## src/rtl/tt_mux_sel_ctrl.sv

```systemverilog
`timescale 1ns/1ps
`default_nettype none
// ============================================================================
// Module      : tt_mux_sel_ctrl
// Description : Project-select address/enable controller for the spine mux.
//               Synchronizes the external select pins and gaps the enable
//               around every address change.
// Revision    : 1.0 - initial release
// ============================================================================
module tt_mux_sel_ctrl #(
    parameter int ADDR_W     = 10,
    parameter int SETTLE_CYC = 4
) (
    input  logic              clk,
    input  logic              rst_n,
    input  logic              sel_rst_n_pin,
    input  logic              sel_inc_pin,
    output logic [ADDR_W-1:0] spine_sel_addr,
    output logic              spine_sel_ena,
    output logic              busy
);

    localparam int                 CNT_W        = 8;
    localparam logic [CNT_W-1:0]   c_settle_load = CNT_W'(SETTLE_CYC);
    localparam logic [CNT_W-1:0]   c_cnt_one     = CNT_W'(1);
    localparam logic [ADDR_W-1:0]  c_addr_one    = ADDR_W'(1);

    typedef enum logic [1:0] {
        ST_HOLD   = 2'd0,
        ST_SETTLE = 2'd1,
        ST_ON     = 2'd2
    } state_t;

    logic              r_rst_s1;
    logic              r_rst_s2;
    logic              r_inc_s1;
    logic              r_inc_s2;
    logic              r_inc_d;
    logic              w_inc_evt;

    state_t            r_state;
    state_t            w_state_nxt;
    logic [CNT_W-1:0]  r_cnt;
    logic [CNT_W-1:0]  w_cnt_nxt;
    logic [ADDR_W-1:0] r_addr;
    logic [ADDR_W-1:0] w_addr_nxt;
    logic              r_ena;
    logic              w_ena_nxt;
    logic              r_busy;
    logic              w_busy_nxt;

    // Both pins are asynchronous; the select-reset side idles high so a
    // controller reset does not look like a pin reset.
    always_ff @(posedge clk) begin
        if (!rst_n) begin
            r_rst_s1 <= 1'b1;
            r_rst_s2 <= 1'b1;
            r_inc_s1 <= 1'b0;
            r_inc_s2 <= 1'b0;
            r_inc_d  <= 1'b0;
        end else begin
            r_rst_s1 <= sel_rst_n_pin;
            r_rst_s2 <= r_rst_s1;
            r_inc_s1 <= sel_inc_pin;
            r_inc_s2 <= r_inc_s1;
            r_inc_d  <= r_inc_s2;
        end
    end

    assign w_inc_evt = r_inc_s2 & ~r_inc_d;

    always_ff @(posedge clk) begin
        if (!rst_n) begin
            r_state <= ST_SETTLE;
            r_cnt   <= c_settle_load;
            r_addr  <= '0;
            r_ena   <= 1'b0;
            r_busy  <= 1'b1;
        end else begin
            r_state <= w_state_nxt;
            r_cnt   <= w_cnt_nxt;
            r_addr  <= w_addr_nxt;
            r_ena   <= w_ena_nxt;
            r_busy  <= w_busy_nxt;
        end
    end

    always_comb begin
        w_state_nxt = r_state;
        w_cnt_nxt   = r_cnt;
        w_addr_nxt  = r_addr;
        w_ena_nxt   = r_ena;

        if (!r_rst_s2) begin
            // Pin reset dominates; increment events are dropped here.
            w_state_nxt = ST_HOLD;
            w_addr_nxt  = '0;
            w_ena_nxt   = 1'b0;
        end else begin
            case (r_state)
                ST_HOLD: begin
                    w_state_nxt = ST_SETTLE;
                    w_cnt_nxt   = c_settle_load;
                end
                ST_SETTLE: begin
                    if (w_inc_evt) begin
                        w_addr_nxt = r_addr + c_addr_one;
                        w_ena_nxt  = 1'b0;
                        w_cnt_nxt  = c_settle_load;
                    end else if (r_cnt <= c_cnt_one) begin
                        w_state_nxt = ST_ON;
                        w_ena_nxt   = 1'b1;
                        w_cnt_nxt   = '0;
                    end else begin
                        w_cnt_nxt = r_cnt - c_cnt_one;
                    end
                end
                ST_ON: begin
                    // Address and enable drop on the same edge so the spine
                    // never sees a new address while enabled.
                    if (w_inc_evt) begin
                        w_state_nxt = ST_SETTLE;
                        w_addr_nxt  = r_addr + c_addr_one;
                        w_ena_nxt   = 1'b0;
                        w_cnt_nxt   = c_settle_load;
                    end
                end
                default: begin
                    w_state_nxt = ST_HOLD;
                    w_ena_nxt   = 1'b0;
                end
            endcase
        end
    end

    assign w_busy_nxt = (w_state_nxt != ST_ON);

    assign spine_sel_addr = r_addr;
    assign spine_sel_ena  = r_ena;
    assign busy           = r_busy;

endmodule
`default_nettype wire

```

## config.mk

```make
export PLATFORM = sky130hd
export DESIGN_NAME = tt_mux_sel_ctrl
export DESIGN_NICKNAME = d
export VERILOG_FILES = /design/src/rtl/tt_mux_sel_ctrl.sv
export SDC_FILE = /design/constraint.sdc
export NUM_CORES = 1
export LEC_CHECK = 0
export CAP_MARGIN = 20
export CELL_PAD_IN_SITES_DETAIL_PLACEMENT = 1
export CELL_PAD_IN_SITES_GLOBAL_PLACEMENT = 2
export CORE_UTILIZATION = 35
export DETAILED_ROUTE_END_ITERATION = 8
export PLACE_DENSITY_LB_ADDON = 0.1
export SLEW_MARGIN = 0
export SYNTH_ARGS = -nofsm -noshare
export SYNTH_HDL_FRONTEND = slang
export SYNTH_SLANG_ARGS = --single-unit
```

## constraint.sdc

```tcl
create_clock -name clk -period 2.7 [get_ports clk]
set_clock_uncertainty 0.2 [all_clocks]
set_input_delay 0.27 -clock clk [delete_from_list [all_inputs] [get_ports clk]]
set_output_delay 0.27 -clock clk [all_outputs]
set_load 0.005 [all_outputs]
```

==> results of run 1 <==
-- cell type report --
cell class / count / area (µm²) / area share [%]
clock buffer: 3 / 22.52 / 1.516
sequential: 27 / 540.5 / 36.39
timing repair buffer: 15 / 150.1 / 10.11
multi-input combinational: 103 / 679.4 / 45.75
inverter: 8 / 30.03 / 2.022
clock inverter: 1 / 5.005 / 0.3370
tap: 46 / 57.56 / 3.875
-- path summary, 6_finish.rpt --
kind	startpoint	end	slack [ps]	depth (start not counted)
max	r_cnt[0]	r_cnt[1]	580	6
min	r_rst_s1	r_rst_s2	240	1
max reg2reg	r_cnt[0]	r_cnt[1]	580	6
min reg2reg	r_rst_s1	r_rst_s2	240	1
-- placed cells by master, fill, tap and decap left out, drive strengths merged --
| cell | netlist | layout |
|---|---|---|
| a211oi | 2 | 2 |
| nor2 | 16 | 16 |
| clkdlybuf4s50 | 0 | 15 |
| and4b | 1 | 1 |
| ha | 7 | 7 |
| a31oi | 1 | 1 |
| xor2 | 5 | 5 |
| xnor2 | 8 | 8 |
| o211ai | 1 | 1 |
| inv | 8 | 8 |
| clkbuf | 3 | 3 |
| nand2b | 5 | 5 |
| and2 | 4 | 4 |
| nand2 | 10 | 10 |
| a31o | 1 | 1 |
| nand4b | 1 | 1 |
| a41o | 1 | 1 |
| a21oi | 5 | 5 |
| or2 | 2 | 2 |
| a41oi | 1 | 1 |
| o2111a | 1 | 1 |
| o21ai | 6 | 6 |
| nand3 | 4 | 4 |
| nor2b | 1 | 1 |
| nor3 | 2 | 2 |
| a2111oi | 3 | 3 |
| nand4 | 3 | 3 |
| nor4 | 2 | 2 |
| and3 | 1 | 1 |
| clkinv | 0 | 1 |
| a21o | 2 | 2 |
| or3 | 5 | 5 |
| a311oi | 2 | 2 |
| dfxtp | 27 | 27 |
-- cell families after synthesis --
logic type               Yosys count  share of synthesized area [%]
AO/OA/AOI/OAI                     26                          14.82
XOR/XNOR                          13                          8.992
adder cells (fa/ha/maj)            7                          6.917
buffers and inverters             12                          3.656
flip-flops                        27                          42.69
AND/OR/NAND/NOR                   57                          22.93
-- power by group through the flow --
stage / Sequential [mW] / Combinational, mW / Clock (mW)
after floorplan: 0.518 / 0.383 / 0
after detailed placement: 0.535 / 0.490 / 0
after global routing: 0.536 / 0.561 / 0.206
after CTS: 0.527 / 0.494 / 0.186
after global placement: 0.531 / 0.480 / 0
final: 0.526 / 0.489 / 0.171
-- routing by layer --
| metal | vias to the layer above | routed length (µm) |
|---|---|---|
| li1 | 523 | - |
| met1 | 504 | 1307 |
| met2 | 9 | 1272 |
| met3 | 2 | 63 |
| met4 | 0 | 21 |
| met5 | - | 0 |
-- metrics by stage --
stage,instance area (µm²),utilization [%],hold WS [ps],instances
finish,1485,43.82,243.0,203
global route,1485,43.82,268.5,203
CTS,1485,43.82,245.0,203
detailed placement,1458,43.00,206.4,199
global placement,1458,43.00,200.9,199
floorplan,1266,-,171.5,142
==> implementation parameters, run 1 <==
Parameter                              Value

Run status
  Outcome ... finished, final reports clean

GRT
  Via count of the first global-routing pass ... 1072
  GR Layer Usage met1 ... 19.91%
  Initial antenna violation count ... 0
  Largest net degree at the start of global routing ... 16
  First-pass GRT wire length ... 4802 µm
  GR Util met2 ... 26.10%
  Aggregate global routing overflow ... 0
  Met3 Resource Use GR ... 2.757%
  Busiest metal layer after global routing ... met2
  Total GRT Usage ... 15.39%

Routing
  Number of search-and-repair iterations in the first detailed-routing pass ... 4
  Wirelength, routed ... 2664 µm
  Violation count after the first detailed-routing iteration ... 47
  Total via count in the routed design ... 1038
  Remaining antenna violation count after routing ... 0
  DRC violation count after routing ... 0
  Via density per instance ... 5.113
  WL per Instance ... 13.12 µm

Power
  Clock network fraction of design power ... 14.4%
  Pwr/cell area ... 797.9 nW/µm²
  Peak supply drop ... 0.3837 mV
  Part of the total power dissipated in sequential elements ... 44.4%
  Net switching power ... 438.1 µW
  Combinational group share of total power ... 41.2%
  Leak pwr ... 0.5706 nW
  Switching portion of total power ... 36.97%
  Total power of the final layout ... 1.185 mW
  Internal Power ... 746.9 µW

Critical path
  Worst setup path category ... flip-flop to flip-flop
  Largest fanout on the critical path ... 7
  Data arrival time of the critical path ... 2160 ps
  Endpoint class of the critical path ... flip-flop
  Buffer and inverter count on the worst path ... 1
  Sort of element at the start of the critical path ... flip-flop
  Stage delay of the slowest cell on the critical path ... 420 ps
  Gate family responsible for the most delay along the worst path ... compound AO/OA/AOI/OAI gates
  Highest-delay cell along the critical path ... dfxtp_1
  CP required ... 2740 ps
  Cell-by-cell listing of the critical path ... inv_1 > ha_1 > or2_2 > a311oi_1 > o21ai_1 > a211oi_1

Synth
  Post-synthesis sequential element count ... 27
  Syn_area_per_cell ... 8.917 µm²
  Number of enable flip-flop cells after synthesis ... 0
  Top post-synthesis cells by area ... dfxtp_1 (43%), ha_1 (6.9%), xnor2_1 (5.5%)
  Syn Std Cell Area ... 1266 µm²
  Cell types with the highest counts after synthesis ... dfxtp_1 (27), nor2_1 (16), nand2_1 (10)
  Most instantiated library cell after synthesis ... dfxtp_1
  Net count after synthesis ... 153
  Synthesized instance count ... 142
  Prevailing post-synth register cell ... dfxtp_1
  Number of distinct standard cells referenced by the synthesized netlist ... 35
  Yosys Warn Count ... 0
  Portion of the post-synthesis area used by sequential elements ... 42.69%
  FFs w/ async S/R, synth ... 0%
  Most area-hungry cell type in the Yosys netlist ... dfxtp_1
  Share of the synthesized area in the top cell type ... 42.69%

STA
  Post-route worst setup slack ... 577.8 ps
  Tightest slew margin relative to the limit ... 57.44%
  Share of the clock period used by the worst path after layout ... 78.60%
  Setup-failing EPs final ... 0
  Pin slew with the least headroom to its limit ... 632.5 ps
  Setup TNS ... 0 ps
  Max-slew violation total from the final report ... 0
  Achievable clock frequency ... 0.4712 GHz
  RSZ-0062 raised after global routing ... false
  Post-route minimum period ... 2122 ps
  Final hold violation count ... 0

CTS
  Cts repair resizes ... 0
  TritonCTS clock tree ... built
  Count of hold-fix buffers inserted at cts ... 0
  Maximum root-to-sink buffer count ... 2
  Clock latency of the later-clocked register in the worst-skew pair ... 320 ps
  Setup Buffers After CTS ... 0
  H-Tree Depth ... 1
  Number of clock buffers inserted by TritonCTS ... 3
  Root Buffer Master ... clkbuf_4
  Worst-path clk slew ... 140 ps
  Clock sink count ... 27

Final layout
  Final Net Count ... 169
  Fraction of final layout cells with drive strength greater than 1 ... 5.096%
  FILL cells ... 411
  Count of antenna diodes in the layout ... 0
  Flip-flop count of the largest register after layout ... 10
  Synth-to-layout area growth ... 17.29%

Placement
  Post-detailed-placement half-perimeter wirelength ... 2077 µm
  Setup Slack @ Placement ... 565.0 ps
  Count of buffers inserted at the top-level ports ... 15
  Weighted congestion reported at the end of routability-driven placement ... 0.7772

Die
  Core area ... 3390 µm²
  Starting density of the core ... 37.36%
  Std-Cell Rows ... 21
  Chip Width ... 62.15 µm
  Die Footprint ... 3862 µm²
  Number of I/O pins ... 16
  Floorplan die height ... 62.15 µm

Worst hold path
  Worst hold path class ... flip-flop to flip-flop

Job
  Number of max-cap violations ... 0
Power figures use the tool's default switching activity.
==> run 2, diff against run 1 <==
- CORE_UTILIZATION: 35 -> 29
- clock period: 2.7 -> 1.8 ns (I/O delays scaled with it)
==> run 2 against run 1 <==
Against the previous run:
- the run now ends with negative setup slack left
- register-to-register slack worse by 590 ps
- sequential cell count unchanged
- non-clock buffer count up 28
- global-route usage up 1.3 points
- routed wire length grew 31%
- largest cell class unchanged
==> implementation parameters, run 2 (synthesized netlist as in run 1, its figures left out) <==
Parameter                              Value

Power
  Internal Power ... 1.602 mW (+110%)
  Peak supply drop ... 0.5940 mV (+55%)
  Pwr/cell area ... 1344 nW/µm² (+68%)
  Clock network fraction of design power ... 15.2% (+0.8 points)
  Net switching power ... 953.6 µW (+120%)
  Part of the total power dissipated in sequential elements ... 32.0% (-12 points)
  Leak pwr ... 0.7354 nW (+29%)
  Total power of the final layout ... 2.556 mW (+120%)
  Switching portion of total power ... 37.31% (+0.34 points)
  Combinational group share of total power ... 52.8% (+12 points)

STA
  Final hold violation count ... 0 (unchanged)
  Tightest slew margin relative to the limit ... 72.00% (+15 points)
  Pin slew with the least headroom to its limit ... 418.5 ps (-214.1 ps)
  Post-route worst setup slack ... -13.55 ps (-591.4 ps)
  Max-slew violation total from the final report ... 0 (unchanged)
  Minimum hold slack ... 227.0 ps (-15.99 ps)
  Setup-failing EPs final ... 1 (+1)
  Share of the clock period used by the worst path after layout ... 100.8% (+22 points)
  Achievable clock frequency ... 0.5514 GHz (+17%)
  Post-route minimum period ... 1814 ps (-308.6 ps)
  RSZ-0062 raised after global routing ... true

CTS
  Worst-path clk slew ... 110 ps (-30 ps)
  Clock latency of the later-clocked register in the worst-skew pair ... 280 ps (-40 ps)
  Number of clock buffers inserted by TritonCTS ... 3 (unchanged)
  TritonCTS clock tree ... built
  H-Tree Depth ... 1 (unchanged)
  Count of hold-fix buffers inserted at cts ... 0 (unchanged)
  Maximum root-to-sink buffer count ... 2 (unchanged)
  Clock sink count ... 27 (unchanged)
  Root Buffer Master ... clkbuf_8

Critical path
  Endpoint class of the critical path ... flip-flop
  Sort of element at the start of the critical path ... flip-flop
  Data arrival time of the critical path ... 1840 ps (-320 ps)
  Worst setup path category ... flip-flop to flip-flop
  CP required ... 1830 ps (-910 ps)
  Largest fanout on the critical path ... 4 (-3)

Routing
  DRC violation count after routing ... 0 (unchanged)
  Number of search-and-repair iterations in the first detailed-routing pass ... 4 (unchanged)
  Via density per instance ... 5.009 (-2.0%)
  Total via count in the routed design ... 1177 (+13%)
  Wirelength, routed ... 3499 µm (+31%)
  Violation count after the first detailed-routing iteration ... 43 (-8.5%)
  Remaining antenna violation count after routing ... 0 (unchanged)
  WL per Instance ... 14.89 µm (+13%)

Final layout
  Highest-count cells in the layout ignoring fill and taps ... buf_4 (25), dfxtp_1 (22), nor2_1 (15), clkdlybuf4s50_1 (15)
  Most common cell after layout, fill and taps aside ... buf_4
  Flip-flop count of the largest register after layout ... 10 (unchanged)
  FILL cells ... 464 (+13%)
  Synth-to-layout area growth ... 50.20%
  Final Net Count ... 197 (+17%)
  Count of antenna diodes in the layout ... 0 (unchanged)
  End-of-flow core utilization ... 46.54% (+2.7 points)
  Final instance area ... 1902 µm² (+28%)
  Fraction of final layout cells with drive strength greater than 1 ... 36.76% (+32 points)

Worst hold path
  Worst hold path class ... flip-flop to flip-flop

GRT
  Total GRT Usage ... 16.72% (+1.3 points)
  Via count of the first global-routing pass ... 1213 (+13%)
  First-pass GRT wire length ... 5671 µm (+18%)
  Aggregate global routing overflow ... 0 (unchanged)
  Largest net degree at the start of global routing ... 18 (+2)
  Initial antenna violation count ... 0 (unchanged)

Placement
  Setup Slack @ Placement ... -156.6 ps (-721.6 ps)
  Post-Place Cell Area ... 1642 µm² (+13%)
  Post-detailed-placement half-perimeter wirelength ... 2539 µm (+22%)
  Weighted congestion reported at the end of routability-driven placement ... 0.8570 (+10%)
  Count of buffers inserted at the top-level ports ... 15 (unchanged)

Die
  Chip Width ... 68.08 µm (+9.5%)
  Number of I/O pins ... 16 (unchanged)
  Std-Cell Rows ... 23 (+9.5%)
  Floorplan die height ... 68.08 µm (+9.5%)
  Die Footprint ... 4634 µm² (+20%)
  Core area ... 4086 µm² (+21%)
  Starting density of the core ... 30.99% (-6.4 points)

Run status
  Outcome ... finished with violations
  Failing checks ... negative setup slack

Job
  Number of max-cap violations ... 0 (unchanged)
[run 2: per-stage QoR]
stage                     setup TNS [ps]  std cells
after floorplan                        0        142
after global placement            -115.0        225
after detailed placement          -286.6        225
after CTS                              0        232
after global routing              -226.8        235
final                             -13.55        235
[run 2: critical path, cell delays in order (launching register included)]
cell and delay [ps]:
dfxtp_4 380, or3_4 380, or3_4 370, or3_1 310
a21oi_1 120
[run 2: repair_timing]
| item | CTS | global route |
|---|---|---|
| setup buffers | 3 | 3 |
| endpoints found under the setup margin | 11 | 12 |
| resized for setup | 15 | 27 |
| pin swaps | 6 | 12 |
[run 2: area by class of cell]
cell class	count	area, µm²	share of cell area, %
clock inverters	1	8.758	0.4605
multi-input cells	103	833.3	43.82
repair buffers	43	371.6	19.54
well taps	50	62.56	3.289
inverters	8	32.53	1.711
clock buffers	3	41.29	2.171
flip-flops and latches	27	551.8	29.01
[run 2: per-layer routing]
layer  share of wire [%]  vias to the layer above  GRT usage [%]
li1                    -                      579              -
met1                  45                      580          19.86
met2                  52                       13          29.90
met3                 1.9                        5          2.500
met4                 1.3                        0          6.250
met5                   0                        -              0
[run 2: worst paths after layout]
kind            start       end  slack, ps  depth (start not counted)
max reg2reg  r_cnt[0]  r_cnt[7]        -10                          4
min reg2reg  r_rst_s1  r_rst_s2        230                          1
min          r_rst_s1  r_rst_s2        230                          1
max          r_cnt[0]  r_cnt[7]        -10                          4
[run 2: power by group through the flow]
stage / logic, mW / clock network (mW) / registers, mW
4_1_cts: 1.14 / 0.402 / 0.794
2_1_floorplan: 0.602 / 0 / 0.784
5_1_grt: 1.49 / 0.435 / 0.834
3_3_place_gp: 0.930 / 0 / 0.795
6_report: 1.35 / 0.389 / 0.819
3_5_place_dp: 0.950 / 0 / 0.804
==> run 3, diff against run 2 <==
- clock period: 1.8 -> 1.65 ns (I/O delays scaled with it)
==> run 3 against run 2 <==
Against the previous run:
- register-to-register slack worse by 99 ps
- the flow still finishes with violations (negative setup slack)
- largest power group unchanged
- critical path type unchanged
- global-route usage is 1.5 points higher
- die area unchanged
- setup slack got worse by 99 ps
- clock power increased by 12%
- combinational power is 27% higher
- utilization up 3.6 points
- routed wire length up 8.5%
- largest cell class unchanged
- via count increased by 3.1%
- critical path depth is the same
==> implementation parameters, run 3 (synthesized netlist as in run 1, its figures left out) <==
Parameter                              Value

STA
  Tightest slew margin relative to the limit ... 71.80% (-0.20 points)
  Post-route minimum period ... 1762 ps (-51.31 ps)
  Post-route worst setup slack ... -112.2 ps (-98.69 ps)
  Setup-failing EPs final ... 11 (+10)
  Share of the clock period used by the worst path after layout ... 106.8% (+6.0 points)
  Final hold violation count ... 0 (unchanged)
  Max-slew violation total from the final report ... 0 (unchanged)
  RSZ-0062 raised after global routing ... true
  Pin slew with the least headroom to its limit ... 422.0 ps (+3.507 ps)
  Achievable clock frequency ... 0.5675 GHz (+2.9%)

Worst hold path
  Hold Crit Endpoint ... r_rst_s1
  Number of cells on the worst hold path ... 2 (+1)
  Startpoint of the worst hold path ... sel_rst_n_pin
  Worst hold path class ... input pin to flip-flop

Final layout
  Final instance area ... 2051 µm² (+7.8%)
  Most common cell after layout, fill and taps aside ... buf_4
  Synth-to-layout area growth ... 61.96%
  Highest-count cells in the layout ignoring fill and taps ... buf_4 (31), nor2_1 (14), dfxtp_1 (14), clkdlybuf4s50_1 (14), dfxtp_2 (10)
  Final Net Count ... 204 (+3.6%)
  Flip-flop count of the largest register after layout ... 10 (unchanged)
  Count of antenna diodes in the layout ... 0 (unchanged)
  Fraction of final layout cells with drive strength greater than 1 ... 42.71% (+6.0 points)

Placement
  Post-detailed-placement half-perimeter wirelength ... 2543 µm (+0.15%)
  Setup Slack @ Placement ... -248.6 ps (-91.92 ps)
  Count of buffers inserted at the top-level ports ... 15 (unchanged)
  Weighted congestion reported at the end of routability-driven placement ... 0.7187 (-16%)
  Post-Place Cell Area ... 1718 µm² (+4.6%)

GRT
  Via count of the first global-routing pass ... 1307 (+7.7%)
  Aggregate global routing overflow ... 0 (unchanged)
  Initial antenna violation count ... 0 (unchanged)
  Total GRT Usage ... 18.17% (+1.5 points)
  Largest net degree at the start of global routing ... 18 (unchanged)
  First-pass GRT wire length ... 6168 µm (+8.8%)

Critical path
  Sort of element at the start of the critical path ... flip-flop
  CP required ... 1680 ps (-150 ps)
  Largest fanout on the critical path ... 2 (-2)
  Register-to-Register Path Depth ... 4 (unchanged)
  Highest-delay cell along the critical path ... or3_4
  Gate family responsible for the most delay along the worst path ... simple AND/OR/NAND/NOR gates
  Stage delay of the slowest cell on the critical path ... 380 ps (about the same)
  Cell-by-cell listing of the critical path ... or3_4 > or3_1 > or3_1 > a21oi_1
  Endpoint class of the critical path ... flip-flop
  Data arrival time of the critical path ... 1790 ps (-50 ps)
  Worst r2r src ... r_cnt[2]
  Reg2reg setup slack ... -110 ps (-100 ps)
  Cell mode on critical path ... or3_1
  Buffer and inverter count on the worst path ... 0 (unchanged)
  Worst setup path category ... flip-flop to flip-flop
  Critical R2R Capture ... r_cnt[7]

Die
  Floorplan die height ... 68.08 µm (unchanged)
  Die Footprint ... 4634 µm² (unchanged)
  Chip Width ... 68.08 µm (unchanged)
  Std-Cell Rows ... 23 (unchanged)
  Number of I/O pins ... 16 (unchanged)
  Core area ... 4086 µm² (unchanged)
  Starting density of the core ... 30.99% (unchanged)

Routing
  Total via count in the routed design ... 1214 (+3.1%)
  Violation count after the first detailed-routing iteration ... 19 (-56%)
  Wirelength, routed ... 3797 µm (+8.5%)
  WL per Instance ... 15.69 µm (+5.4%)
  Via density per instance ... 5.017 (+0.16%)
  Remaining antenna violation count after routing ... 0 (unchanged)
  Number of search-and-repair iterations in the first detailed-routing pass ... 4 (unchanged)
  DRC violation count after routing ... 0 (unchanged)

CTS
  Worst-path clk slew ... 110 ps (about the same)
  Root Buffer Master ... clkbuf_8
  Count of hold-fix buffers inserted at cts ... 0 (unchanged)
  H-Tree Depth ... 1 (unchanged)
  Clock sink count ... 27 (unchanged)
  Clock latency of the later-clocked register in the worst-skew pair ... 290 ps (about the same)
  Maximum root-to-sink buffer count ... 2 (unchanged)
  Number of clock buffers inserted by TritonCTS ... 3 (unchanged)
  TritonCTS clock tree ... built

Power
  Peak supply drop ... 0.4462 mV (-25%)
  Leak pwr ... 0.8308 nW (+13%)
  Pwr/cell area ... 1476 nW/µm² (+9.9%)

Run status
  Failing checks ... negative setup slack
  Outcome ... finished with violations

Job
  Number of max-cap violations ... 0 (unchanged)
-- run 3: how the worst max path moves through the flow --
stage               slack, ps        from  endpoint  cells after the start
finish                   -110    r_cnt[2]  r_cnt[7]                      4
detailed placement       -250  r_state[1]  r_cnt[5]                      5
floorplan                 -50    r_cnt[1]  r_cnt[7]                      4
CTS                      -130    r_cnt[0]  r_cnt[7]                      4
global route             -160    r_cnt[2]  r_cnt[7]                      4
global placement          -90    r_cnt[1]  r_cnt[7]                      4
-- run 3: repair_timing --
item | CTS | global route
endpoints found under the setup margin | 20 | 21
pin swaps | 11 | 8
gates resized for setup | 22 | 25
buffers inserted | 5 | 4
gates cloned | 0 | 0
-- run 3: where the power goes --
| group | switching (mW) | internal [mW] | leakage, nW | total, mW |
|---|---|---|---|---|
| clock | 0.256 | 0.179 | 0.0261 | 0.435 |
| combinational | 0.787 | 0.923 | 0.579 | 1.71 |
| sequential | 0.0996 | 0.784 | 0.226 | 0.884 |
-- run 3: layout make-up --
cell class | instances | area (µm²)
Timing Repair Buffer | 50 | 447.9
Tap cell | 50 | 62.56
Clock inverter | 1 | 8.758
Clock buffer | 3 | 41.29
Fill cell | 473 | 2036
Multi-Input combinational cell | 103 | 890.9
Inverter | 8 | 35.03
Sequential cell | 27 | 564.3
-- run 3: routing by layer --
| metal | vias up | part of all wire (%) | wire (µm) | global-route usage [%] |
|---|---|---|---|---|
| li1 | 597 | - | - | - |
| met1 | 590 | 40 | 1520 | 18.93 |
| met2 | 17 | 55 | 2095 | 35.54 |
| met3 | 10 | 2.3 | 88 | 3.833 |
| met4 | 0 | 2.4 | 93 | 5.469 |
| met5 | - | 0 | 0 | 0 |
-- run 3: stage by stage --
stage | hold WS (ps) | setup TNS, ps | utilization, % | instances | total power [mW]
floorplan | 66.47 | -110.1 | - | 142 | 1.592
global route | 237.1 | -1218 | 50.18 | 242 | 3.216
CTS | 217.5 | -302.6 | 46.94 | 238 | 2.716
detailed placement | 207.1 | -1579 | 42.04 | 229 | 2.068
global placement | 190.5 | -657.7 | 42.04 | 229 | 2.020
finish | 223.8 | -430.1 | 50.18 | 242 | 3.028
